--- src/rtl/hc_sr04_pkg.sv ---
`default_nettype none
// +------------------------------------------------------------------+
// | hc_sr04_pkg - shared widths, filter state and helpers            |
// | Rev 1.0                                                          |
// +------------------------------------------------------------------+
package hc_sr04_pkg;

  localparam int DIST_W = 14;
  localparam int MISS_W = 8;
  localparam int REJ_W  = 4;

  typedef enum logic [0:0] {
    EMPTY = 1'b0,
    RUN   = 1'b1
  } filt_state_e;

  // Magnitude of a - b, computed one bit wider so the sign is never lost.
  function automatic logic [DIST_W:0] abs_diff(input logic [DIST_W-1:0] a,
                                               input logic [DIST_W-1:0] b);
    logic [DIST_W:0] d;
    d = {1'b0, a} - {1'b0, b};
    return d[DIST_W] ? (~d + 1'b1) : d;
  endfunction

endpackage
`default_nettype wire

--- src/rtl/hc_sr04_avg_ring.sv ---
`default_nettype none
// +------------------------------------------------------------------+
// | hc_sr04_avg_ring - sample ring buffer with running sum           |
// | Rev 1.0                                                          |
// +------------------------------------------------------------------+
module hc_sr04_avg_ring #(
  parameter int DW       = 14,
  parameter int AVG_LOG2 = 2
) (
  input  logic                   PCLK,
  input  logic                   PRESET,
  input  logic                   clear,
  input  logic                   load,
  input  logic                   push,
  input  logic [DW-1:0]          data,
  output logic [DW+AVG_LOG2-1:0] sum,
  output logic [DW+AVG_LOG2-1:0] sum_nxt
);

  localparam int DEPTH = 2**AVG_LOG2;
  localparam int SW    = DW + AVG_LOG2;

  logic [DW-1:0]       ring_q [DEPTH];
  logic [AVG_LOG2-1:0] ptr_q;
  logic [AVG_LOG2-1:0] ptr_d;
  logic [SW-1:0]       sum_q;
  logic [SW-1:0]       sum_d;

  always_comb begin
    sum_d = sum_q;
    ptr_d = ptr_q;
    if (clear) begin
      sum_d = '0;
      ptr_d = '0;
    end else if (load) begin
      sum_d = SW'(data) << AVG_LOG2;
      ptr_d = '0;
    end else if (push) begin
      sum_d = sum_q - SW'(ring_q[ptr_q]) + SW'(data);
      ptr_d = ptr_q + 1'b1;
    end
  end

  always_ff @(posedge PCLK or negedge PRESET) begin
    if (!PRESET) begin
      for (int i = 0; i < DEPTH; i++) ring_q[i] <= '0;
      ptr_q <= '0;
      sum_q <= '0;
    end else begin
      ptr_q <= ptr_d;
      sum_q <= sum_d;
      for (int i = 0; i < DEPTH; i++) begin
        if (clear) begin
          ring_q[i] <= '0;
        end else if (load || (push && (ptr_q == AVG_LOG2'(i)))) begin
          ring_q[i] <= data;
        end
      end
    end
  end

  assign sum     = sum_q;
  assign sum_nxt = sum_d;

endmodule
`default_nettype wire

--- src/rtl/hc_sr04_distance_filter.sv ---
`default_nettype none
// +------------------------------------------------------------------+
// | hc_sr04_distance_filter - outlier-rejecting averager, near flag  |
// | Rev 1.0                                                          |
// +------------------------------------------------------------------+
module hc_sr04_distance_filter
  import hc_sr04_pkg::*;
#(
  parameter int DW           = DIST_W,
  parameter int AVG_LOG2     = 2,
  parameter int JUMP_MAX     = 50,
  parameter int REJECT_LIMIT = 3
) (
  input  logic              PCLK,
  input  logic              PRESET,
  input  logic              clear,
  input  logic [DW-1:0]     sample_in,
  input  logic              sample_valid,
  input  logic [DW-1:0]     th_near,
  input  logic [DW-1:0]     hyst,
  output logic [DW-1:0]     filt_out,
  output logic              filt_valid,
  output logic              near,
  output logic              near_irq,
  output logic [MISS_W-1:0] miss_cnt,
  output logic [REJ_W-1:0]  reject_cnt
);

  localparam int                SW       = DW + AVG_LOG2;
  localparam logic [DIST_W:0]   JUMP_LIM = (DIST_W + 1)'(JUMP_MAX);
  localparam logic [REJ_W-1:0]  REJ_LIM  = REJ_W'(REJECT_LIMIT);

  filt_state_e        state_q, state_d;
  logic               s1_valid_q, s1_valid_d;
  logic [DW-1:0]      s1_data_q;
  logic [REJ_W-1:0]   rej_q, rej_d, rej_inc;
  logic [MISS_W-1:0]  miss_q, miss_d;
  logic [DW-1:0]      filt_q, filt_d, filt_avg;
  logic               fvalid_q, fvalid_d;
  logic               near_q, near_d;
  logic               irq_q, irq_d;
  logic               load, push, upd;
  logic [DIST_W:0]    dev;
  logic [DW:0]        clr_level;
  logic [SW-1:0]      sum_cur, sum_nxt;

  hc_sr04_avg_ring #(
    .DW       (DW),
    .AVG_LOG2 (AVG_LOG2)
  ) u_ring (
    .PCLK    (PCLK),
    .PRESET  (PRESET),
    .clear   (clear),
    .load    (load),
    .push    (push),
    .data    (s1_data_q),
    .sum     (sum_cur),
    .sum_nxt (sum_nxt)
  );

  // Deviation is against the current filt_out register, which may lag one
  // update when samples arrive back-to-back.
  assign dev       = abs_diff(filt_q, s1_data_q);
  assign rej_inc   = rej_q + 1'b1;
  assign filt_avg  = DW'(sum_nxt >> AVG_LOG2);
  assign clr_level = {1'b0, th_near} + {1'b0, hyst};

  always_comb begin
    state_d    = state_q;
    rej_d      = rej_q;
    miss_d     = miss_q;
    load       = 1'b0;
    push       = 1'b0;
    upd        = 1'b0;
    s1_valid_d = sample_valid & ~clear;

    if (s1_valid_q && !clear) begin
      if (s1_data_q == '0) begin
        if (miss_q != '1) miss_d = miss_q + 1'b1;
      end else if (state_q == EMPTY) begin
        load    = 1'b1;
        rej_d   = '0;
        state_d = RUN;
        upd     = 1'b1;
      end else if (dev <= JUMP_LIM) begin
        push  = 1'b1;
        rej_d = '0;
        upd   = 1'b1;
      end else if (rej_inc == REJ_LIM) begin
        load  = 1'b1;
        rej_d = '0;
        upd   = 1'b1;
      end else begin
        rej_d = rej_inc;
      end
    end

    if (clear) begin
      state_d = EMPTY;
      rej_d   = '0;
    end
  end

  always_comb begin
    filt_d   = filt_q;
    near_d   = near_q;
    irq_d    = 1'b0;
    fvalid_d = upd;

    if (upd) begin
      filt_d = filt_avg;
      if (filt_avg < th_near) begin
        near_d = 1'b1;
      end else if ({1'b0, filt_avg} > clr_level) begin
        near_d = 1'b0;
      end
      irq_d = near_d & ~near_q;
    end

    if (clear) begin
      filt_d   = '0;
      near_d   = 1'b0;
      irq_d    = 1'b0;
      fvalid_d = 1'b0;
    end
  end

  always_ff @(posedge PCLK or negedge PRESET) begin
    if (!PRESET) begin
      state_q <= EMPTY;
    end else begin
      state_q <= state_d;
    end
  end

  always_ff @(posedge PCLK or negedge PRESET) begin
    if (!PRESET) begin
      s1_valid_q <= 1'b0;
      s1_data_q  <= '0;
      rej_q      <= '0;
      miss_q     <= '0;
      filt_q     <= '0;
      fvalid_q   <= 1'b0;
      near_q     <= 1'b0;
      irq_q      <= 1'b0;
    end else begin
      s1_valid_q <= s1_valid_d;
      s1_data_q  <= sample_in;
      rej_q      <= rej_d;
      miss_q     <= miss_d;
      filt_q     <= filt_d;
      fvalid_q   <= fvalid_d;
      near_q     <= near_d;
      irq_q      <= irq_d;
    end
  end

  assign filt_out   = filt_q;
  assign filt_valid = fvalid_q;
  assign near       = near_q;
  assign near_irq   = irq_q;
  assign miss_cnt   = miss_q;
  assign reject_cnt = rej_q;

endmodule
`default_nettype wire
--- config.mk ---
export PLATFORM = sky130hd
export DESIGN_NAME = hc_sr04_distance_filter
export DESIGN_NICKNAME = d
export VERILOG_FILES = /design/src/rtl/hc_sr04_pkg.sv /design/src/rtl/hc_sr04_avg_ring.sv /design/src/rtl/hc_sr04_distance_filter.sv
export SDC_FILE = /design/constraint.sdc
export NUM_CORES = 1
export LEC_CHECK = 0
export ABC_CLOCK_PERIOD_IN_PS = 7710
export CORE_MARGIN = 2
export CORE_UTILIZATION = 45
export CTS_BUF_LIST = sky130_fd_sc_hd__clkbuf_4
export DETAILED_ROUTE_END_ITERATION = 16
export GPL_ROUTABILITY_DRIVEN = 1
export PLACE_DENSITY_LB_ADDON = 0.05
export SETUP_SLACK_MARGIN = 0.05
export SYNTH_ARGS = -nofsm -noshare
export SYNTH_HDL_FRONTEND = slang
export SYNTH_HIERARCHICAL = 1
export SYNTH_SLANG_ARGS = --single-unit
--- constraint.sdc ---
create_clock -name PCLK -period 7.71 [get_ports PCLK]
set_clock_uncertainty 0.15 [all_clocks]
set_input_delay 1.1565 -clock PCLK [delete_from_list [all_inputs] [get_ports PCLK]]
set_output_delay 1.1565 -clock PCLK [all_outputs]
set_load 0.05 [all_outputs]
==> reports/metrics.csv, run 1 <==
metric;value;unit
worst slack at placement;1.07;ns
drt pass-1 iters;6;
total global routing track utilization;0.231;
root buffer cell;sky130_fd_sc_hd__clkbuf_4;
estimated wirelength of the detail-placed design;17000;um
type of element launching the critical path;register;
Max Cap Violations;0;
final critical-path setup slack;1.01;ns
dominant combinational cell family by area after synthesis;compound AO/OA/AOI/OAI gates;
total number of placement rows;50;
clock latency of the later-clocked register in the worst-skew pair;0.53;ns
post-CTS setup buffer count;0;
summed instance area of the synthesized netlist;8600;um2
utilization of the core after routing;0.532;
number of hold buffers added after CTS;0;
unrepaired setup endpoints after global routing;false;
fraction of the yosys area taken by sequential cells;0.346;
power density over the cells;169;nW/um2
area of all placed cells without fillers;9950;um2
number of flops mapped to enable cells by yosys;0;
buffer levels on the longest clock path;2;
signed area change from the synthesized netlist to the final layout;15.6;%
htree depth;4;
vias per cell;5.51;
Least-Margin Pin Slew;1.17;ns
overall via count from detail_route;6865;
fin crit share;0.869;
count of clock tree sinks;119;
Post-layout nets;1137;
data arrival time of the worst path;6.96;ns
Routed WL per cell;17.8;um
antenna-violating nets left;0;
share of the synthesized netlist area taken by xor and xnor gates;0.0455;
top post-synthesis cells by count;sky130_fd_sc_hd__dfrtp_1 (119), sky130_fd_sc_hd__inv_1 (105), sky130_fd_sc_hd__nand2_1 (104), sky130_fd_sc_hd__o21ai_0 (83), sky130_fd_sc_hd__ha_1 (78);
top cell type's share of synthesized area;0.346;
leak pwr;0.00460;uW
arithmetic-cell share of the synthesized area counting full adders, half adders and majority gates;0.151;
TritonCTS buffer count;17;
# IOs;75;
drt total wl;22100;um
critical path capture point type;register;
Iter 0 DRT Violations;460;
synth unique cells;75;
complex-gate fraction of the synthesized area;0.185;
run status;completed;
most area-hungry cell type in the Yosys netlist;sky130_fd_sc_hd__dfrtp_1;
top post-synthesis cells by area;sky130_fd_sc_hd__dfrtp_1 (35%), sky130_fd_sc_hd__ha_1 (11%), sky130_fd_sc_hd__o21ai_0 (4.8%), sky130_fd_sc_hd__inv_1 (4.6%), sky130_fd_sc_hd__nand2_1 (4.5%);
switching power of the nets;566;uW
Yosys warning count;6;
total grt overflow;0;
Pins Over Slew Limit;0;
post-cts repair resize count;0;
largest net degree at the start of global routing;63;
number of antenna violations at the first check in global routing;1;
average size of a mapped cell;9.31;um2
number of global-route vias before repair;6716;
mux share of post-synthesis cell area;0.0685;
CTS clk-pin slew, worst paths;0.12;ns
clock network fraction of design power;0.324;
crit-path max FO;18;
Seq pwr share;0.406;
Remaining DRCs;0;
Core Area;18700;um2
maximum clock frequency;149;MHz
number of register bits inferred by synthesis;119;
starting density of the core;0.460;
Max VDD drop;0.0809;mV
fraction of final layout cells sized beyond drive strength 1;0.0842;
fin crit period;6.70;ns
chip height;142;um
Hold Worst Slack;0.336;ns
cell internal power dissipation;1110;uW
post-place instance area;9600;um2
combinational group share of total power;0.270;
final number of hold-violating endpoints;0;
simple logic cell fraction of the synthesized area;0.142;
Port Buffer Count;74;
CTS tree;done;
gp weighted congestion;0.848;
die area;20200;um2
normalized max-slew margin;0.217;
Synth Flop Type;sky130_fd_sc_hd__dfrtp_1;
async set-reset flop share out of synthesis;1.00;
number of instances in the synthesized netlist;924;
data required time of the critical path;7.97;ns
type of the worst min-delay path;register to register;
setup-violating endpoint count in the final report;0;
net switching fraction of the power;0.338;
most frequently used cell type in the post-synthesis netlist;sky130_fd_sc_hd__dfrtp_1;
Post-Synthesis Net Count;1064;
Sum Neg Setup Slack;0;ns
wire length of the first global-routing pass;36100;um
Crit Path Category;register to register;
horizontal die dimension;142;um
-- critical path, stage by stage, from the launching register on --
cell and delay [ns]:
sky130_fd_sc_hd__dfrtp_1 0.44, sky130_fd_sc_hd__ha_1 0.19, sky130_fd_sc_hd__inv_1 0.05, sky130_fd_sc_hd__fa_1 0.41, sky130_fd_sc_hd__a21o_1 0.20, sky130_fd_sc_hd__a21oi_1 0.25, sky130_fd_sc_hd__xnor2_1 0.26, sky130_fd_sc_hd__nand4_2 0.22
sky130_fd_sc_hd__o41ai_1 0.41, sky130_fd_sc_hd__nand4_1 0.13, sky130_fd_sc_hd__a222oi_1 0.38, sky130_fd_sc_hd__o211a_4 0.30, sky130_fd_sc_hd__and3_1 0.60, sky130_fd_sc_hd__nand3_1 0.13, sky130_fd_sc_hd__mux2_1 0.31, sky130_fd_sc_hd__a221oi_1 0.60
sky130_fd_sc_hd__ha_1 0.27, sky130_fd_sc_hd__o21a_1 0.12, sky130_fd_sc_hd__o21a_1 0.10, sky130_fd_sc_hd__o21ai_0 0.07, sky130_fd_sc_hd__a2111oi_0 0.40, sky130_fd_sc_hd__o211ai_1 0.16, sky130_fd_sc_hd__a21oi_1 0.17, sky130_fd_sc_hd__o21ai_0 0.10
sky130_fd_sc_hd__o2bb2ai_1 0.15
-- cell families after synthesis --
| family | Yosys count |
|---|---|
| and+or+nand+nor | 248 |
| adders and majority gates | 94 |
| buffers and inverters | 138 |
| DFF | 119 |
| muxes | 37 |
| xor gates and xnor gates | 43 |
| AOI/OAI and AO/OA | 245 |
-- area by class of cell --
type | instances | area (um2)
timing repair buffer | 85 | 821
fill | 1741 | 8760
sequential | 119 | 2980
tap | 234 | 293
inverter | 107 | 402
clock buffer | 17 | 128
antenna | 1 | 2.50
multi-input combinational | 667 | 5110
clock inverter | 15 | 214
-- power by group through the flow --
| stage | clock (uW) | sequential [uW] | combinational (uW) |
|---|---|---|---|
| finish | 543 | 681 | 453 |
| global route | 587 | 686 | 508 |
| CTS | 558 | 682 | 453 |
| detailed placement | 0 | 694 | 450 |
| global placement | 0 | 693 | 450 |
| floorplan | 0 | 692 | 314 |
-- through the flow --
stage                     std cells  power [uW]
after floorplan                 924        1010
after global placement         1212        1140
after detailed placement       1212        1140
after CTS                      1244        1690
after global routing           1245        1780
final                          1245        1680
-- flip-flops by register name (all words and copies together) (netlist names) --
register / cells
u_ring/ring_q: 56
reject_cnt: 4
near_irq: 1
s1_valid_q: 1
miss_cnt: 8
filt_valid: 1
s1_data_q: 14
near: 1
filt_out: 14
u_ring/ptr_q: 2
u_ring/sum: 16
state_q: 1
-- worst paths after layout --
kind | startpoint | endpoint | slack, ns | cells past startpoint
max | s1_data_q[0]$_DFF_PN0_ | near$_DFFE_PN0P_ | 1.01 | 24
min | u_ring/ring_q[39]$_DFFE_PN0P_ | u_ring/ring_q[39]$_DFFE_PN0P_ | 0.34 | 2
max reg2reg | s1_data_q[0]$_DFF_PN0_ | near$_DFFE_PN0P_ | 1.01 | 24
min reg2reg | u_ring/ring_q[39]$_DFFE_PN0P_ | u_ring/ring_q[39]$_DFFE_PN0P_ | 0.34 | 2
max in group asynchronous | PRESET | u_ring/sum[10]$_DFF_PN0_ | 5.63 | 2
min in group asynchronous | PRESET | u_ring/ring_q[32]$_DFFE_PN0P_ | 0.53 | 1
-- per-layer routing --
layer / vias to the layer above / wire length, um / GRT usage
li1: 3422 / - / -
met1: 3273 / 10800 / 0.330
met2: 151 / 10100 / 0.364
met3: 19 / 914 / 0.0437
met4: 0 / 285 / 0.0584
met5: - / 0 / 0
-- layout by cell type, fill, tap and decap left out, drive strengths merged, types with 16 or more instances in the layout --
master,instances
a21oi,53
clkbuf,17
clkdlybuf4s50,73
dfrtp,119
fa,16
ha,78
inv,114
mux2,17
nand2,105
nor2,33
nor2b,21
o21ai,87
xnor2,27
Note: power is estimated with default switching activity, not from simulation.
==> inputs of run 2 (changes only) <==
Settings changed: CAP_MARGIN set to 5, CORE_MARGIN 2 to unset, HOLD_SLACK_MARGIN set to 0.08.
==> run 2 against run 1 <==
- worst hold slack improved by 0.0038 ns
- clock power fell by 23%
- sequential power barely moved
- sequential share of layout area rose by 0.30 points
- via count fell by 0.32%
- utilization fell by 0.52 points
- maximum frequency fell by 1.3%
- critical path type unchanged
- setup slack got worse by 0.088 ns
- die area fell by 2.8%
- routed wire length rose by 0.62%
- count of clock-buffer cells in the layout rose by 2
- first-iteration DRC count fell by 20%
==> reports/metrics.csv, run 2 (synthesis results as in run 1) <==
metric;value;unit
run status;completed;
Reg2Reg Capture Point;near$_DFFE_PN0P_;
CTS clk-pin slew, worst paths;0.11;ns
buffer levels on the longest clock path;2;
fin crit share;0.881;
starting density of the core;0.460;
post-CTS setup buffer count;0;
drt pass-1 iters;5;
r2r startpoint;s1_data_q[0]$_DFF_PN0_;
count of clock tree sinks;119;
total global routing track utilization;0.242;
overall via count from detail_route;6843;
data arrival time of the worst path;7.06;ns
number of hold buffers added after CTS;0;
root buffer cell;sky130_fd_sc_hd__clkbuf_4;
crit-path max FO;20;
chip height;140;um
post-cts repair resize count;0;
area of the multi-input gates;5110;um2
Setup crit start;s1_data_q[0]$_DFF_PN0_;
setup-violating endpoint count in the final report;0;
most frequent CP cell;sky130_fd_sc_hd__o21ai_0;
worst path bufs/invs;1;
htree depth;4;
total number of placement rows;50;
fin crit period;6.79;ns
unrepaired setup endpoints after global routing;false;
area of all sequential standard cells;2980;um2
wire length of the first global-routing pass;36700;um
clock latency of the later-clocked register in the worst-skew pair;0.55;ns
fraction of final layout cells sized beyond drive strength 1;0.0804;
worst slack at placement;0.905;ns
number of global-route vias before repair;6927;
normalized max-slew margin;0.208;
type of element launching the critical path;register;
commonest non-fill, non-tap cell in the layout;sky130_fd_sc_hd__dfrtp_1;
Post-layout nets;1136;
Least-Margin Pin Slew;1.19;ns
final critical-path setup slack;0.919;ns
cell-by-cell listing of the critical path;ha_1 > inv_1 > fa_1 > a21o_1 > a21oi_1 > xnor2_1 > nand4_2 > nor4b_1 > o21ai_0 > a222oi_1 > o211a_4 > and3_1 > nand3_1 > mux2_1 > a221oi_1 > ha_1 > o21a_1 > o21a_1 > o21ai_0 > a2111oi_0 > o211ai_1 > a21oi_1 > o21ai_0 > o2bb2ai_1;
number of antenna violations at the first check in global routing;1;
TritonCTS buffer count;17;
maximum clock frequency;147;MHz
slowest CP cell;sky130_fd_sc_hd__a221oi_1;
final number of hold-violating endpoints;0;
CTS tree;done;
cell type group with the largest total delay on the critical path;compound AO/OA/AOI/OAI gates;
Worst Reg2Reg Path Length in Cells;24;
antenna-violating nets left;0;
# IOs;75;
drt total wl;22300;um
Fillers;1777;
Iter 0 DRT Violations;367;
power density over the cells;158;nW/um2
signed area change from the synthesized netlist to the final layout;14.5;%
Worst setup endpoint;near$_DFFE_PN0P_;
estimated wirelength of the detail-placed design;16800;um
gp weighted congestion;0.900;
type of the worst min-delay path;register to register;
Crit Path Category;register to register;
worst hold path cell count;2;
Remaining DRCs;0;
Routed WL per cell;17.9;um
flip-flop count of the largest register, all copies and words added;56;
die area;19700;um2
maximum cell stage delay along the critical path;0.65;ns
data required time of the critical path;7.98;ns
critical path capture point type;register;
leak pwr;0.00454;uW
total grt overflow;0;
Biggest register;u_ring/ring_q;
commonest cells after routing, fill and taps aside;sky130_fd_sc_hd__dfrtp_1 (119), sky130_fd_sc_hd__inv_1 (105), sky130_fd_sc_hd__nand2_1 (104);
Pins Over Slew Limit;0;
number of logic stages on the critical path including buffering;24;
largest net degree at the start of global routing;76;
vias per cell;5.50;
Max VDD drop;0.0725;mV
setup slack of the worst register-to-register path;0.92;ns
Max Cap Violations;0;
horizontal die dimension;140;um
Sum Neg Setup Slack;0;ns
Core Area;18700;um2
Port Buffer Count;74;
-- run 2: cell types whose count changed in the layout (fill, tap and decap cells not counted), moves of 2 or more --
cell,change
sky130_fd_sc_hd__inv_6,-5
sky130_fd_sc_hd__clkinvlp_4,+4
sky130_fd_sc_hd__bufinv_16,-3
sky130_fd_sc_hd__clkbuf_4,+2
sky130_fd_sc_hd__clkinv_1,+2
-- run 2: routing by layer --
layer | vias to the layer above | GRT usage | part of all wire
met3 | 26 | 0.0366 | 0.032
met1 | 3246 | 0.328 | 0.48
met4 | 0 | 0.0706 | 0.016
li1 | 3418 | - | -
met5 | - | 0 | 0
met2 | 153 | 0.402 | 0.47
-- run 2: worst min-delay path by stage --
| stage | to | start | slack [ns] |
|---|---|---|---|
| floorplan | u_ring/ring_q[14]$_DFFE_PN0P_ | u_ring/ring_q[14]$_DFFE_PN0P_ | 0.29 |
| global placement | u_ring/ring_q[7]$_DFFE_PN0P_ | u_ring/ring_q[7]$_DFFE_PN0P_ | 0.31 |
| detailed placement | u_ring/ring_q[17]$_DFFE_PN0P_ | u_ring/ring_q[17]$_DFFE_PN0P_ | 0.32 |
| CTS | u_ring/ring_q[35]$_DFFE_PN0P_ | u_ring/ring_q[35]$_DFFE_PN0P_ | 0.34 |
| global route | u_ring/ring_q[13]$_DFFE_PN0P_ | u_ring/ring_q[13]$_DFFE_PN0P_ | 0.37 |
| finish | u_ring/ring_q[16]$_DFFE_PN0P_ | u_ring/ring_q[16]$_DFFE_PN0P_ | 0.34 |
-- run 2: worst reg2reg max path, cell delays in order, from the launching register on --
cell and delay [ns]:
sky130_fd_sc_hd__dfrtp_1 0.45, sky130_fd_sc_hd__ha_1 0.19, sky130_fd_sc_hd__inv_1 0.05, sky130_fd_sc_hd__fa_1 0.40, sky130_fd_sc_hd__a21o_1 0.19, sky130_fd_sc_hd__a21oi_1 0.25
sky130_fd_sc_hd__xnor2_1 0.28, sky130_fd_sc_hd__nand4_2 0.23, sky130_fd_sc_hd__nor4b_1 0.46, sky130_fd_sc_hd__o21ai_0 0.14, sky130_fd_sc_hd__a222oi_1 0.35, sky130_fd_sc_hd__o211a_4 0.31
sky130_fd_sc_hd__and3_1 0.64, sky130_fd_sc_hd__nand3_1 0.14, sky130_fd_sc_hd__mux2_1 0.31, sky130_fd_sc_hd__a221oi_1 0.65, sky130_fd_sc_hd__ha_1 0.27, sky130_fd_sc_hd__o21a_1 0.12
sky130_fd_sc_hd__o21a_1 0.10, sky130_fd_sc_hd__o21ai_0 0.07, sky130_fd_sc_hd__a2111oi_0 0.38, sky130_fd_sc_hd__o211ai_1 0.15, sky130_fd_sc_hd__a21oi_1 0.15, sky130_fd_sc_hd__o21ai_0 0.10
sky130_fd_sc_hd__o2bb2ai_1 0.15
-- run 2: power breakdown --
| part | internal [uW] | switching [uW] | leakage, uW | total, uW |
|---|---|---|---|---|
| combinational | 187 | 267 | 0.00285 | 455 |
| sequential | 658 | 23.3 | 0.00157 | 681 |
| clock | 163 | 254 | 0.000122 | 417 |
-- run 2: metrics by stage --
step                      instance area (um2)  utilization  hold WS (ns)  power (uW)  std cells
after detailed placement                 9590        0.513         0.320        1140       1211
after global routing                     9850        0.526         0.367        1660       1244
after floorplan                          8600            -         0.295        1010        924
after global placement                   9590        0.513         0.308        1140       1211
final                                    9850        0.526         0.340        1550       1244
after CTS                                9840        0.526         0.345        1570       1242
-- run 2: cell type report --
| cell class | count | share of cell area |
|---|---|---|
| timing repair buffer | 84 | 0.0826 |
| inverter | 107 | 0.0408 |
| multi-input combinational | 667 | 0.519 |
| tap | 234 | 0.0297 |
| clock inverter | 12 | 0.0108 |
| antenna | 2 | 0.000508 |
| sequential | 119 | 0.302 |
| clock buffer | 19 | 0.0145 |
